==> config.mk <==
export PLATFORM = sky130hd
export DESIGN_NAME = data_bridge_fifo_flat
export DESIGN_NICKNAME = d
export VERILOG_FILES = /design/src/rtl/data_bridge_fifo_if.sv /design/src/rtl/data_bridge_fifo.sv /design/src/flat_wrapper.sv
export SDC_FILE = /design/constraint.sdc
export NUM_CORES = 1
export LEC_CHECK = 0
export CAP_MARGIN = 20
export CORE_MARGIN = 10
export CORE_UTILIZATION = 57
export CTS_BUF_LIST = sky130_fd_sc_hd__clkbuf_4
export DETAILED_ROUTE_END_ITERATION = 6
export PLACE_DENSITY = 0.84
export SLEW_MARGIN = 0
export SYNTH_ARGS = -nofsm -noshare
export SYNTH_HDL_FRONTEND = slang
export SYNTH_SLANG_ARGS = --single-unit
==> constraint.sdc <==
create_clock -name CLK -period 3.25 [get_ports CLK]
set_input_delay 0.325 -clock CLK [delete_from_list [all_inputs] [get_ports CLK]]
set_output_delay 0.325 -clock CLK [all_outputs]
set_load 0.01 [all_outputs]
==> src/rtl/data_bridge_fifo_if.sv <==
// Bundle of the DV-side handshake, DL bus and capture signals for data_bridge_fifo.
// The bridge sits on the slave modport; the DV/bus environment uses master.
interface data_bridge_fifo_if #(
    parameter int WIDTH = 8,
    parameter int DEPTH = 4
);
    logic                           out_valid;
    logic                           out_ready;
    logic [WIDTH-1:0]               out_data;
    logic [WIDTH-1:0]               DL_out;
    logic                           DL_oe;
    logic [WIDTH-1:0]               DL_in;
    logic                           in_capture;
    logic [WIDTH-1:0]               in_data;
    logic                           in_valid;
    logic [$clog2(DEPTH+1)-1:0]     count;

    modport slave (
        input  out_valid, out_data, DL_in, in_capture,
        output out_ready, DL_out, DL_oe, in_data, in_valid, count
    );

    modport master (
        output out_valid, out_data, DL_in, in_capture,
        input  out_ready, DL_out, DL_oe, in_data, in_valid, count
    );
endinterface

==> src/rtl/data_bridge_fifo.sv <==
// DV->DL bridge with a DEPTH-entry word FIFO. Each queued word is played onto the
// precharged DL bus as PRECH_CYCLES cycles of precharge followed by one DRIVE cycle.
// A separate capture path returns the wired-AND bus value to the DV side.
module data_bridge_fifo #(
    parameter int WIDTH        = 8,
    parameter int DEPTH        = 4,
    parameter int PRECH_CYCLES = 1
) (
    input  logic                 CLK,
    input  logic                 RESET,
    data_bridge_fifo_if.slave    bus
);
    localparam int AW = $clog2(DEPTH);
    localparam int CW = $clog2(DEPTH + 1);
    localparam int PW = (PRECH_CYCLES > 1) ? $clog2(PRECH_CYCLES) : 1;

    typedef enum logic [1:0] {
        IDLE  = 2'd0,
        PRECH = 2'd1,
        DRIVE = 2'd2
    } state_t;

    // FIFO storage and bookkeeping
    logic [WIDTH-1:0] mem [DEPTH];
    logic [AW-1:0]    wr_ptr_reg;
    logic [AW-1:0]    rd_ptr_reg;
    logic [CW-1:0]    count_reg;
    logic [CW-1:0]    count_next;

    // Slot sequencer
    state_t           state_reg;
    logic [PW-1:0]    prech_cnt_reg;
    logic [WIDTH-1:0] dl_out_reg;
    logic             dl_oe_reg;

    // Capture path
    logic [WIDTH-1:0] in_data_reg;
    logic             in_valid_reg;

    logic             push;
    logic             pop;

    // Ready depends only on the registered occupancy, so a full FIFO refuses
    // a push even in a cycle that pops.
    assign bus.out_ready = (count_reg < CW'(DEPTH));
    assign push          = bus.out_valid && bus.out_ready;
    assign pop           = (state_reg == DRIVE);

    assign bus.count     = count_reg;
    assign bus.DL_out    = dl_out_reg;
    assign bus.DL_oe     = dl_oe_reg;
    assign bus.in_data   = in_data_reg;
    assign bus.in_valid  = in_valid_reg;

    // Occupancy after this cycle's push/pop
    always_comb begin
        count_next = count_reg;
        case ({push, pop})
            2'b10:   count_next = count_reg + CW'(1);
            2'b01:   count_next = count_reg - CW'(1);
            default: count_next = count_reg;
        endcase
    end

    // Word storage; written only at the tail, never at an occupied head
    always_ff @(posedge CLK) begin
        if (push) begin
            mem[wr_ptr_reg] <= bus.out_data;
        end
    end

    // Pointers and occupancy; pointers wrap naturally since DEPTH is a power of two
    always_ff @(posedge CLK) begin
        if (RESET) begin
            wr_ptr_reg <= '0;
            rd_ptr_reg <= '0;
            count_reg  <= '0;
        end else begin
            if (push) begin
                wr_ptr_reg <= wr_ptr_reg + AW'(1);
            end
            if (pop) begin
                rd_ptr_reg <= rd_ptr_reg + AW'(1);
            end
            count_reg <= count_next;
        end
    end

    // Slot sequencer with registered bus outputs; the head word is read from
    // storage on the transition into DRIVE, so DL_out is a clean flop output.
    always_ff @(posedge CLK) begin
        if (RESET) begin
            state_reg     <= IDLE;
            prech_cnt_reg <= '0;
            dl_out_reg    <= '1;
            dl_oe_reg     <= 1'b0;
        end else begin
            case (state_reg)
                IDLE: begin
                    dl_out_reg <= '1;
                    dl_oe_reg  <= 1'b0;
                    if (count_reg != '0) begin
                        state_reg     <= PRECH;
                        prech_cnt_reg <= '0;
                    end
                end
                PRECH: begin
                    if (prech_cnt_reg == PW'(PRECH_CYCLES - 1)) begin
                        state_reg  <= DRIVE;
                        dl_out_reg <= mem[rd_ptr_reg];
                        dl_oe_reg  <= 1'b1;
                    end else begin
                        prech_cnt_reg <= prech_cnt_reg + PW'(1);
                        dl_out_reg    <= '1;
                        dl_oe_reg     <= 1'b0;
                    end
                end
                DRIVE: begin
                    // Continue straight into the next slot only if words remain
                    // behind the one being popped now.
                    dl_out_reg <= '1;
                    dl_oe_reg  <= 1'b0;
                    if (count_reg > CW'(1)) begin
                        state_reg     <= PRECH;
                        prech_cnt_reg <= '0;
                    end else begin
                        state_reg <= IDLE;
                    end
                end
                default: begin
                    state_reg     <= IDLE;
                    prech_cnt_reg <= '0;
                    dl_out_reg    <= '1;
                    dl_oe_reg     <= 1'b0;
                end
            endcase
        end
    end

    // Capture of the bus value; dl_out_reg is all-ones outside DRIVE, so the
    // AND yields the wired-AND result while driving and plain DL_in otherwise.
    always_ff @(posedge CLK) begin
        if (RESET) begin
            in_data_reg  <= '0;
            in_valid_reg <= 1'b0;
        end else begin
            in_valid_reg <= bus.in_capture;
            if (bus.in_capture) begin
                in_data_reg <= bus.DL_in & dl_out_reg;
            end
        end
    end
endmodule

==> src/flat_wrapper.sv <==
// flat-port wrapper written by rule: the top's interface ports become plain ports
module data_bridge_fifo_flat 
#(
    parameter int WIDTH        = 8,
    parameter int DEPTH        = 4,
    parameter int PRECH_CYCLES = 1
)
  (CLK, RESET, bus_out_valid, bus_out_data, bus_DL_in, bus_in_capture, bus_out_ready, bus_DL_out, bus_DL_oe, bus_in_data, bus_in_valid, bus_count);
  data_bridge_fifo_if #(.WIDTH(WIDTH), .DEPTH(DEPTH)) bus_i ();
  input  logic CLK;
  input  logic RESET;
  input wire logic [$bits(bus_i.out_valid)-1:0] bus_out_valid;
  input wire logic [$bits(bus_i.out_data)-1:0] bus_out_data;
  input wire logic [$bits(bus_i.DL_in)-1:0] bus_DL_in;
  input wire logic [$bits(bus_i.in_capture)-1:0] bus_in_capture;
  output wire logic [$bits(bus_i.out_ready)-1:0] bus_out_ready;
  output wire logic [$bits(bus_i.DL_out)-1:0] bus_DL_out;
  output wire logic [$bits(bus_i.DL_oe)-1:0] bus_DL_oe;
  output wire logic [$bits(bus_i.in_data)-1:0] bus_in_data;
  output wire logic [$bits(bus_i.in_valid)-1:0] bus_in_valid;
  output wire logic [$bits(bus_i.count)-1:0] bus_count;
  assign bus_i.out_valid = bus_out_valid;
  assign bus_i.out_data = bus_out_data;
  assign bus_i.DL_in = bus_DL_in;
  assign bus_i.in_capture = bus_in_capture;
  assign bus_out_ready = bus_i.out_ready;
  assign bus_DL_out = bus_i.DL_out;
  assign bus_DL_oe = bus_i.DL_oe;
  assign bus_in_data = bus_i.in_data;
  assign bus_in_valid = bus_i.in_valid;
  assign bus_count = bus_i.count;
  data_bridge_fifo #(.WIDTH(WIDTH), .DEPTH(DEPTH), .PRECH_CYCLES(PRECH_CYCLES)) u_core (.CLK(CLK), .RESET(RESET), .bus(bus_i));
endmodule
==> results of run 1 <==
-- worst max-delay path, delay by kind of cell --
kind                     cells  cell delay (ps)
AO/OA/AOI/OAI                1              140
AND/OR/NAND/NOR              2              760
buffers and inverters        2              540
adder cells (fa/ha/maj)      1              370
-- metrics by stage --
stage | std cells | hold slack, ps | utilization (%) | worst slack (ps)
after floorplan | 151 | 423.9 | - | 1636
after global placement | 234 | 454.0 | 71.99 | 1096
after detailed placement | 234 | 465.0 | 71.99 | 1039
after CTS | 250 | 480.1 | 76.03 | 1432
after global routing | 250 | 501.4 | 76.03 | 1270
final | 250 | 479.3 | 76.03 | 1415
-- cell usage after synthesis (2+ instances only) --
cell	n
nand3_1	8
a21oi_1	9
nand2b_1	16
ha_1	9
inv_1	6
nor2_1	7
a211oi_1	2
xor2_1	3
xnor2_1	2
nor2b_1	3
edfxtp_1	32
and2_1	4
mux2i_1	2
dfxtp_1	27
buf_2	2
clkbuf_1	2
mux4_2	8
-- cell type report --
type	instances	area, µm²
flip-flops and latches	59	1501
repair buffers	41	410.4
clock buffers	9	67.56
clock inverters	7	82.58
inverters	6	22.52
well taps	48	60.06
fillers	249	890.9
multi-input cells	80	680.7
-- kinds of logic (layout without fill, tap and decap cells) --
family,Yosys count,in the layout
muxes,10,10
xor gates and xnor gates,5,5
and+or+nand+nor,43,43
AOI/OAI and AO/OA,13,13
buffers and inverters,12,63
adders and majority gates,9,9
DFF,59,59
-- power groups by stage --
| stage | sequential [mW] | combinational [mW] | clock [mW] |
|---|---|---|---|
| global placement | 0.926 | 0.295 | 0 |
| global route | 0.923 | 0.333 | 0.596 |
| finish | 0.914 | 0.306 | 0.545 |
| floorplan | 0.924 | 0.182 | 0 |
| detailed placement | 0.933 | 0.308 | 0 |
| CTS | 0.915 | 0.310 | 0.558 |
-- metal layers --
metal  GRT usage [%]  routed length [µm]  vias up
met5               0                   0        -
met4           6.020                  48        0
met3           4.212                 353        5
met2           20.06                1842       43
met1           14.01                1774      603
li1                -                   -      632
-- how the worst max path moves through the flow --
stage / startpoint / endpoint / slack (ps)
after global placement: bus_out_valid / u_core.bus.count[2] / 1100
after global routing: bus_out_valid / u_core.bus.count[2] / 1270
after detailed placement: bus_out_valid / u_core.bus.count[2] / 1040
after CTS: bus_out_valid / u_core.bus.count[2] / 1430
final: bus_out_valid / u_core.bus.count[2] / 1420
after floorplan: u_core.bus.count[2] / u_core.bus.count[2] / 1640
==> impl_metrics.toml, run 1 <==
[clock_tree]
clk_pin_slew_ps = 90
root_buffer = "clkbuf_4"
clock_latency_ps = 370
htree_num_levels = 3
clockBufferDepth = 2
cts.repair.resized = 0
cts_hold_buf = 0
cts_setup_buffers = 0
cts_tree = "done"
tritoncts_num_sinks = 59
numCtsBuffers = 9

[routing]
viasPerCell = 5.132
avgRoutedWirePerCell_um = 16.08
num_vias = 1283
detail-route-antenna-nets = 0
drc = 0
drtIter0Drc = 65
first_pass_iters = 4
wl_um = 4019

[synth]
synth-simple-area-share_pct = 11.13
synth_xor_area_share_pct = 1.957
synthTopCellsByArea = "edfxtp_1 (43%), dfxtp_1 (24%), mux4_2 (8.1%)"
synth_edf_count = 32
synth_seq_cells = 59
yosys_warnings = 0
synthCells = 151
syn_nets = 180
synth_top_family_by_area = "simple AND/OR/NAND/NOR gates"
syn_avg_cell_area_um2 = 14.82
synth_ff_type = "edfxtp_1"
ys_seq_area_share_pct = 67.11
synthArstFlopShare_pct = 0
synth_area_mm2 = 0.002237
yosysTopAreaCellShare_pct = 42.95
synth_mux_area_share_pct = 8.949
yosys.area.top_type = "edfxtp_1"
synth_compound_area_share_pct = 3.356
synthAdderAreaFrac_pct = 5.034
synth_cell_types = 26

[power_and_ir_drop]
clkPwrFrac_pct = 30.9
intPower_mw = 1.336
total_power_mw = 1.765
p_leak_nw = 1.003
p_seq_share_pct = 51.8
peakVddDrop_v = 0.0004088
netSwitchingFraction_pct = 24.30
pwr-share-comb_pct = 17.3
power_density_mw_per_mm2 = 624.7
p_switching_mw = 0.4289

[finish]
postLayoutCellArea_mm2 = 0.002825
antenna-diode-count = 0
nets = 226
final_cell_mix = "clkdlybuf4s50_1 (41), edfxtp_1 (32), dfxtp_1 (27), nand2b_1 (16)"
layout-drive-gt1-share_pct = 11.88
largest_register_ffs = 32
synthToLayoutAreaGrowth_pct = 26.29
final_common_cell = "clkdlybuf4s50_1"

[grt]
grt.overflow.total = 0
grt_pass1_vias = 1314
grt_max_degree = 20
antenna_found_initial = 0
grt_pass1_wl_um = 6223
track_usage_pct = 12.25

[critical_path]
path_class = "primary input to register"
ff2ff_setup_slack_ps = 1460
slowest_delay_ps = 450
required_ps = 3550
cp-start-kind = "primary input"
arrival_ps = 2130
cp_cell_sequence = "clkdlybuf4s50_1 -> nor2b_1 -> inv_1 -> ha_1 -> or3_1 -> a21oi_1"
cp_slowest_cell = "clkdlybuf4s50_1"
reg2reg_from = "u_core.bus.count[2]"
r2r_cells = 5
r2r_end = "u_core.bus.count[2]"
cp_max_fo = 7
end_kind = "register"

[die]
die_w_um = 82.65
row_count = 22
pin_count = 42
die-area_mm2 = 0.006831
core_area_mm2 = 0.003716
die_y_um = 82.65
start_util_pct = 60.20

[outcome]
run_status = "complete, no violations"

[timing]
slew-limit-headroom_pct = 53.11
fin_setup_tns_ps = 0
tightest_slew_ps = 701.2
hold_viol = 0
clock_skew_ps = 7.564
clock.fmax_ghz = 0.5450
fin_crit_sh_pct = 56.46
drv_slew = 0
post-route-min-period_ps = 1835
finalSetupViolCount = 0
rsz0062_at_grt = "false"

[placement]
routabilityCongestion = 0.7897
dp_hpwl_um = 2981
place_area_mm2 = 0.002675
io_buffers = 41

[job]
drv_cap = 0

[hold_path]
hold_depth = 2
hold_class = "register to register"
min-delay-start = "u_core.bus.in_data[4]"
hold_path_end = "u_core.bus.in_data[4]"
No activity file was read; power rests on OpenSTA's default activity.
==> inputs of run 2 (changes only) <==
CORE_UTILIZATION = 48   (was 57)
PLACE_DENSITY = 0.75   (was 0.84)
clock period = 1.51 ns   (was 3.25 ns; I/O delays follow)
==> run 2 against run 1 <==
Effect of this change:
- critical endpoint is now bus_DL_out[7]
- final area increased by 6.1%
- sequential share of layout area down 3.0 points
- total power grew 120%
- via count is 5.5% higher
- global-route usage shrank 0.38 points
- critical path type is now register to output pin
==> impl_metrics.toml, run 2 (same netlist as run 1, synthesis figures left out) <==
[outcome]
run_status = "complete, no violations"

[critical_path]
cp_cell_sequence = "clkdlybuf4s50_1"
end_kind = "output pin"
ff2ff_setup_slack_ps = 110
path_buf_inv = 1
crit_family = "buffers and inverters"
cp_slowest_cell = "clkdlybuf4s50_1"
r2r_cells = 4
critical_path_depth = 1
cp_max_fo = 2
path_class = "register to output pin"
arrival_ps = 1290
required_ps = 1360
cp-start-kind = "register"
slowest_delay_ps = 550

[timing]
fin_setup_tns_ps = 0
hold_viol = 0
clock_skew_ps = 13.38
post-route-min-period_ps = 1440
finalSetupViolCount = 0
slew-limit-headroom_pct = 69.32
fin_crit_sh_pct = 95.37
rsz0062_at_grt = "false"
tightest_slew_ps = 458.8
clock.fmax_ghz = 0.6944
drv_slew = 0

[grt]
grt.overflow.total = 0
grt_pass1_vias = 1419
track_usage_pct = 11.87
grt_pass1_wl_um = 6851
grt_max_degree = 18
antenna_found_initial = 0

[finish]
fillers = 320
ff_latch_area_mm2 = 0.001503
layout-drive-gt1-share_pct = 20.00
nets = 239
multi_input_area_um2 = 698.2
final_common_cell = "clkdlybuf4s50_1"
largest_register_ffs = 32
synthToLayoutAreaGrowth_pct = 33.95
final_cell_mix = "clkdlybuf4s50_1 (33), edfxtp_1 (32), dfxtp_1 (26), nand2b_1 (16), clkbuf_4 (12)"
antenna-diode-count = 0
fin_util_pct = 67.43

[hold_path]
hold_depth = 3
hold_class = "primary input to register"

[die]
die_y_um = 88.27
row_count = 24
core_area_mm2 = 0.004444
die-area_mm2 = 0.007792
die_w_um = 88.27
start_util_pct = 50.34
pin_count = 42

[clock_tree]
cts_tree = "done"
tritoncts_num_sinks = 59
clockBufferDepth = 2
clk_pin_slew_ps = 90
numCtsBuffers = 9
clock_latency_ps = 390
root_buffer = "clkbuf_4"
htree_num_levels = 3
cts_setup_buffers = 0
cts_hold_buf = 0

[power_and_ir_drop]
p_leak_nw = 1.110
power_density_mw_per_mm2 = 1270
total_power_mw = 3.807
peakVddDrop_v = 0.0006942

[routing]
avgRoutedWirePerCell_um = 16.05
detail-route-antenna-nets = 0
drtIter0Drc = 61
viasPerCell = 5.071
drc = 0
num_vias = 1354
wl_um = 4286
first_pass_iters = 4

[placement]
routabilityCongestion = 0.7417
dp_hpwl_um = 3178
io_buffers = 41

[job]
drv_cap = 0
## run 2: final timing paths
kind / startpoint / end
max: u_core.bus.DL_out[7] / bus_DL_out[7]
min: bus_DL_in[3] / u_core.bus.in_data[3]
max reg2reg: u_core.state_reg[0] / u_core.bus.count[2]
min reg2reg: u_core.bus.in_data[0] / u_core.bus.in_data[0]
## run 2: area by class of cell
cell class                      instances  area share (%)
Tap cell                               52           2.171
Clock inverter                          4           1.420
Clock buffer                           12           3.006
Multi-Input combinational cell         80           23.30
Sequential cell                        59           50.15
Timing Repair Buffer                   54           19.21
Inverter                                6          0.7516
## run 2: stage by stage
stage	cell area (µm²)	worst slack (ps)	hold WS [ps]	instances
global placement	2853	-97.29	454.3	251
detailed placement	2853	-261.0	463.5	251
floorplan	2251	39.34	249.9	151
CTS	2984	36.05	316.8	267
global route	2997	0.2918	315.9	267
finish	2997	69.91	341.0	267
## run 2: power breakdown
part	leakage [nW]	total (mW)	internal, mW	switching (mW)
Sequential	0.515	1.94	1.85	0.0912
Clock	0.0817	1.08	0.551	0.525
Combinational	0.513	0.789	0.456	0.333
## run 2: repair_timing
| item | in CTS | in global routing |
|---|---|---|
| hold endpoints to repair | 0 | 0 |
| gates cloned | 0 | 0 |
| endpoints found under the setup margin | 5 | 5 |
| resized for setup | 6 | 5 |
## run 2: layer usage
| layer | part of all wire [%] | vias to the layer above | global-route usage, % |
|---|---|---|---|
| met5 | 0 | - | 0 |
| met4 | 2.4 | 0 | 7.930 |
| met3 | 8.1 | 9 | 4.688 |
| met2 | 47 | 49 | 18.62 |
| met1 | 43 | 642 | 13.15 |
| li1 | - | 654 | - |
